[src/rtl/aes_round_ctrl.sv]
// AES-128 encryption round sequencer: start pulse -> initial load -> NR round strobes
// with round index and Rcon -> result held until the downstream accepts it.
module aes_round_ctrl #(
    parameter int NR = 10
) (
    input  logic       clk,
    input  logic       rst,
    input  logic       start,
    input  logic       abort,
    input  logic       out_ready,
    output logic       busy,
    output logic       load_en,
    output logic       round_en,
    output logic       final_rnd,
    output logic [3:0] round_idx,
    output logic [7:0] rcon,
    output logic       out_valid,
    output logic       done,
    output logic       start_drop
);

    localparam logic [3:0] LAST_ROUND = 4'(NR);

    typedef enum logic [1:0] {
        IDLE  = 2'd0,
        LOAD  = 2'd1,
        ROUND = 2'd2,
        HOLD  = 2'd3
    } state_t;

    state_t     state_reg, state_next;
    logic [3:0] idx_reg, idx_next;
    logic [7:0] rcon_reg, rcon_next;
    logic       first_hold_reg, first_hold_next;
    logic       drop_reg, drop_next;

    function automatic logic [7:0] xtime(input logic [7:0] b);
        return {b[6:0], 1'b0} ^ (b[7] ? 8'h1B : 8'h00);
    endfunction

    always_ff @(posedge clk or negedge rst) begin
        if (!rst) begin
            state_reg      <= IDLE;
            idx_reg        <= 4'd0;
            rcon_reg       <= 8'h00;
            first_hold_reg <= 1'b0;
            drop_reg       <= 1'b0;
        end else begin
            state_reg      <= state_next;
            idx_reg        <= idx_next;
            rcon_reg       <= rcon_next;
            first_hold_reg <= first_hold_next;
            drop_reg       <= drop_next;
        end
    end

    always_comb begin
        state_next      = state_reg;
        idx_next        = idx_reg;
        rcon_next       = rcon_reg;
        first_hold_next = 1'b0;
        drop_next       = drop_reg;
        case (state_reg)
            IDLE: begin
                if (!abort && start) begin
                    state_next = LOAD;
                    drop_next  = 1'b0;
                end
            end
            LOAD: begin
                if (abort) begin
                    state_next = IDLE;
                end else begin
                    state_next = ROUND;
                    idx_next   = 4'd1;
                    rcon_next  = 8'h01;
                    if (start) drop_next = 1'b1;
                end
            end
            ROUND: begin
                if (abort) begin
                    state_next = IDLE;
                    idx_next   = 4'd0;
                    rcon_next  = 8'h00;
                end else begin
                    if (start) drop_next = 1'b1;
                    if (idx_reg == LAST_ROUND) begin
                        state_next      = HOLD;
                        idx_next        = 4'd0;
                        rcon_next       = 8'h00;
                        first_hold_next = 1'b1;
                    end else begin
                        idx_next  = idx_reg + 4'd1;
                        rcon_next = xtime(rcon_reg);
                    end
                end
            end
            HOLD: begin
                // A start coinciding with acceptance is a back-to-back run, not a drop.
                if (abort) begin
                    state_next = IDLE;
                end else if (out_ready) begin
                    if (start) begin
                        state_next = LOAD;
                        drop_next  = 1'b0;
                    end else begin
                        state_next = IDLE;
                    end
                end else if (start) begin
                    drop_next = 1'b1;
                end
            end
            default: begin
                state_next = IDLE;
                idx_next   = 4'd0;
                rcon_next  = 8'h00;
            end
        endcase
    end

    assign busy       = (state_reg != IDLE);
    assign load_en    = (state_reg == LOAD);
    assign round_en   = (state_reg == ROUND);
    assign final_rnd  = (state_reg == ROUND) && (idx_reg == LAST_ROUND);
    assign round_idx  = idx_reg;
    assign rcon       = rcon_reg;
    assign out_valid  = (state_reg == HOLD);
    assign done       = first_hold_reg;
    assign start_drop = drop_reg;

endmodule

[config.mk]
export PLATFORM = sky130hd
export DESIGN_NAME = aes_round_ctrl
export DESIGN_NICKNAME = d
export VERILOG_FILES = /design/src/rtl/aes_round_ctrl.sv
export SDC_FILE = /design/constraint.sdc
export NUM_CORES = 1
export LEC_CHECK = 0
export CORE_MARGIN = 3
export CORE_UTILIZATION = 51
export DETAILED_ROUTE_END_ITERATION = 8
export PLACE_DENSITY = 0.83
export SLEW_MARGIN = 25
export SYNTH_ARGS = -nofsm -noshare
export SYNTH_HDL_FRONTEND = slang
export SYNTH_SLANG_ARGS = --single-unit
[constraint.sdc]
create_clock -name clk -period 4.9 [get_ports clk]
set_input_delay 1.225 -clock clk [delete_from_list [all_inputs] [get_ports clk]]
set_output_delay 1.225 -clock clk [all_outputs]
set_load 0.02 [all_outputs]
==> reports/qor.csv <==
stage;metric;value;unit
timing;RSZ-0062 raised after global routing;false;
synthesis;Netlist cell types;30;
global_route;first-pass GRT wire length;3400;um
synthesis;proportion of synthesized area in mux cells;5.16;%
global_route;M3 GR Usage;5.20;%
run_status;status;finished, final reports clean;
synthesis;post-synthesis cell area;946;um2
routing;Final ANT Viol Nets;0;
timing;final hold violation count;0;
synthesis;cell count after synthesis;89;
hold_path;Hold Startpoint;rcon[5];
synthesis;Synth Area in Compound Gates;19.8;%
global_route;largest net degree at the start of global routing;17;
synthesis;syn_area_per_cell;10.6;um2
worst_setup_path;worst setup path endpoint;final_rnd;
placed_design;Port Buf Inserts;23;
routing;final wirelength;2050;um
clocking;Setup Buffers After CTS;0;
run;Max Cap Viol;0;
routing;routed vias;770;
timing;Worst Max-Slew Pin Slew;0.682;ns
worst_setup_path;crit-path cells;inv_1 -> ha_1 -> inv_1 -> nor2_1 -> clkdlybuf4s50_1;
final_layout;nets;128;
routing;DRC viols;0;
worst_setup_path;Critical Path Fanout Max;5;
hold_path;Worst Hold Class;reg -> reg;
synthesis;Ys Warns;0;
timing;Fmax achieved;305;MHz
clocking;worst skew pair latency;0.29;ns
placed_design;Placer Congestion;0.893;
floorplan;# IOs;24;
timing;final worst-path setup slack;1.62;ns
worst_setup_path;WP data arrival;2.05;ns
global_route;initial antenna violation count;0;
timing;Slew Limit Fails;0;
floorplan;starting density of the core;58.1;%
synthesis;Post-Synth Simple-Gate Area;14.9;%
worst_setup_path;Critical R2R Launch;state_reg[1];
floorplan;die footprint;2410;um2
power_and_ir_drop;Power per Cell Area;530;nW/um2
timing;final setup TNS;0;ns
floorplan;die height;49.1;um
floorplan;core area;1630;um2
global_route;number of global-route vias before repair;734;
routing;vias per cell;5.62;
final_layout;share of layout cells above drive strength 1;10.6;%
worst_setup_path;Crit Path Category;reg -> out;
global_route;M1 GR Usage;22.5;%
worst_setup_path;slowest CP cell;clkdlybuf4s50_1;
power_and_ir_drop;Lkg Pwr;0.545;nW
synthesis;Synth Area in XOR/XNOR;2.78;%
floorplan;Die W;49.1;um
synthesis;Post-Syn Nets;102;
clocking;TritonCTS clock tree;yes;
worst_setup_path;reg2reg path depth;5;
placed_design;post-DP HPWL;1580;um
worst_setup_path;Req. time, crit path;3.67;ns
worst_setup_path;cell mode on critical path;inv_1;
clocking;CTS Buf Count;3;
final_layout;Area growth syn-to-layout;28.3;%
clocking;clk root buf;clkbuf_4;
clocking;H-tree depth;1;
placed_design;pre-CTS setup slack;1.88;ns
global_route;Total GRT Usage;18.4;%
global_route;Congestion Overflow GR;0;
clocking;CTS-repair resized insts;0;
worst_setup_path;Crit. Startpoint;state_reg[0];
worst_setup_path;worst r2r dst;round_idx[1];
worst_setup_path;slowest stage delay, CP;0.60;ns
worst_setup_path;Startpoint Class;flip-flop;
global_route;M2 GR Usage;29.2;%
clocking;# hold bufs at CTS;0;
final_layout;# diodes;0;
timing;Setup Viol. Count Final;0;
synthesis;post-synthesis adder-cell area fraction;10.6;%
global_route;gr busiest metal;met2;
timing;Rel. slew slack;54.4;%
synthesis;largest family of logic cells by synthesized area;compound AO/OA/AOI/OAI gates;
clocking;Sink Count;16;
power_and_ir_drop;VDD IR max;397;uV
clocking;clock tree buffer depth;2;
synthesis;#FFs+latches synth;16;
floorplan;row count;14;
routing;Avg WL per Cell;15.0;um
routing;drt first pass iters;4;
clocking;Worst-path clk slew;0.09;ns
timing;fin crit period;3.28;ns
synthesis;sequential share of the synthesized area;42.3;%
timing;Fin Clk Skew;0.00797;ns
final_layout;# fillers;127;
worst_setup_path;r2r setup slk;3.15;ns
final_layout;max FFs per register;8;
routing;Starting DRT DRC Count;22;
timing;Final Cycle Share;66.9;%
worst_setup_path;nature of the critical path endpoint;output pin;
layout make-up:
type	instances	area [um2]	share of cell area, %
sequential	16	400	33.0
inverter	7	26.3	2.16
timing repair buffer	23	230	19.0
multi-input combinational	64	504	41.5
tap	24	30.0	2.47
clock buffer	3	22.5	1.86
synth_stat cells, drive strengths merged:
cell     n  share of area (%)
a21oi    6                3.6
a22o     8                7.4
a31oi    2                1.3
a32oi    1               0.93
and2b    1               0.93
and3b    1                1.3
buf      2                1.6
dfrtp   16                 42
ha       8                 11
inv      7                2.8
mux2     1                1.6
mux2i    3                3.6
nand2    6                2.4
nand2b   2                2.1
nand3    2                1.1
nand3b   1               0.79
nor2     7                5.3
nor3     2                1.1
o211ai   2                1.6
o21ai    5                2.6
o21bai   1               0.79
o31ai    2                1.6
xor2     3                2.8
logic make-up (layout without fill, tap and decap cells):
| group | Yosys count | after routing |
|---|---|---|
| flops | 16 | 16 |
| buf+inv | 9 | 33 |
| xor+xnor | 3 | 3 |
| mux | 4 | 4 |
| fa+ha+maj | 8 | 8 |
| compound gates | 27 | 27 |
| simple gates | 22 | 22 |
through the flow:
step | power (W) | hold WS, ns | instance area [um2] | util [%] | std cells
floorplan | 0.000438 | 0.540 | 946 | - | 89
global placement | 0.000558 | 0.502 | 1190 | 73.1 | 134
detailed placement | 0.000574 | 0.510 | 1190 | 73.1 | 134
CTS | 0.000645 | 0.530 | 1210 | 74.5 | 137
global route | 0.000688 | 0.568 | 1210 | 74.5 | 137
finish | 0.000644 | 0.532 | 1210 | 74.5 | 137
power breakdown:
part	internal, W	switching [W]
Sequential	0.000164	0.0000365
Combinational	0.000168	0.000205
Clock	0.0000286	0.0000409
worst min-delay path by stage:
stage                         to  cells past startpoint
floorplan           state_reg[0]                      1
global placement         rcon[6]                      1
detailed placement       rcon[6]                      1
CTS                      rcon[6]                      1
global route             rcon[6]                      1
finish                   rcon[6]                      1
critical path: cells and delay by family, from the launching register on:
kind | cells | cell delay, ns
buffers and inverters | 3 | 0.87
adder cells (fa/ha/maj) | 1 | 0.34
AND/OR/NAND/NOR | 1 | 0.11
flip-flops | 1 | 0.43
cells in the final DEF, fill, tap and decap left out, drive strengths merged:
cell type | synthesis | routed
clkdlybuf4s50 | 0 | 23
dfrtp | 16 | 16
a22o | 8 | 8
ha | 8 | 8
inv | 7 | 7
nor2 | 7 | 7
nand2 | 6 | 6
a21oi | 6 | 6
o21ai | 5 | 5
xor2 | 3 | 3
clkbuf | 0 | 3
mux2i | 3 | 3
o31ai | 2 | 2
a31oi | 2 | 2
nor3 | 2 | 2
nand3 | 2 | 2
o211ai | 2 | 2
nand2b | 2 | 2
nand3b | 1 | 1
and3b | 1 | 1
and2b | 1 | 1
o21bai | 1 | 1
a32oi | 1 | 1
mux2 | 1 | 1
layer usage:
metal	vias to the layer above	part of all wire, %
met2	28	48
li1	368	-
met3	5	5.7
met4	0	2.7
met1	369	44
met5	-	0
Power figures use the tool's default switching activity.
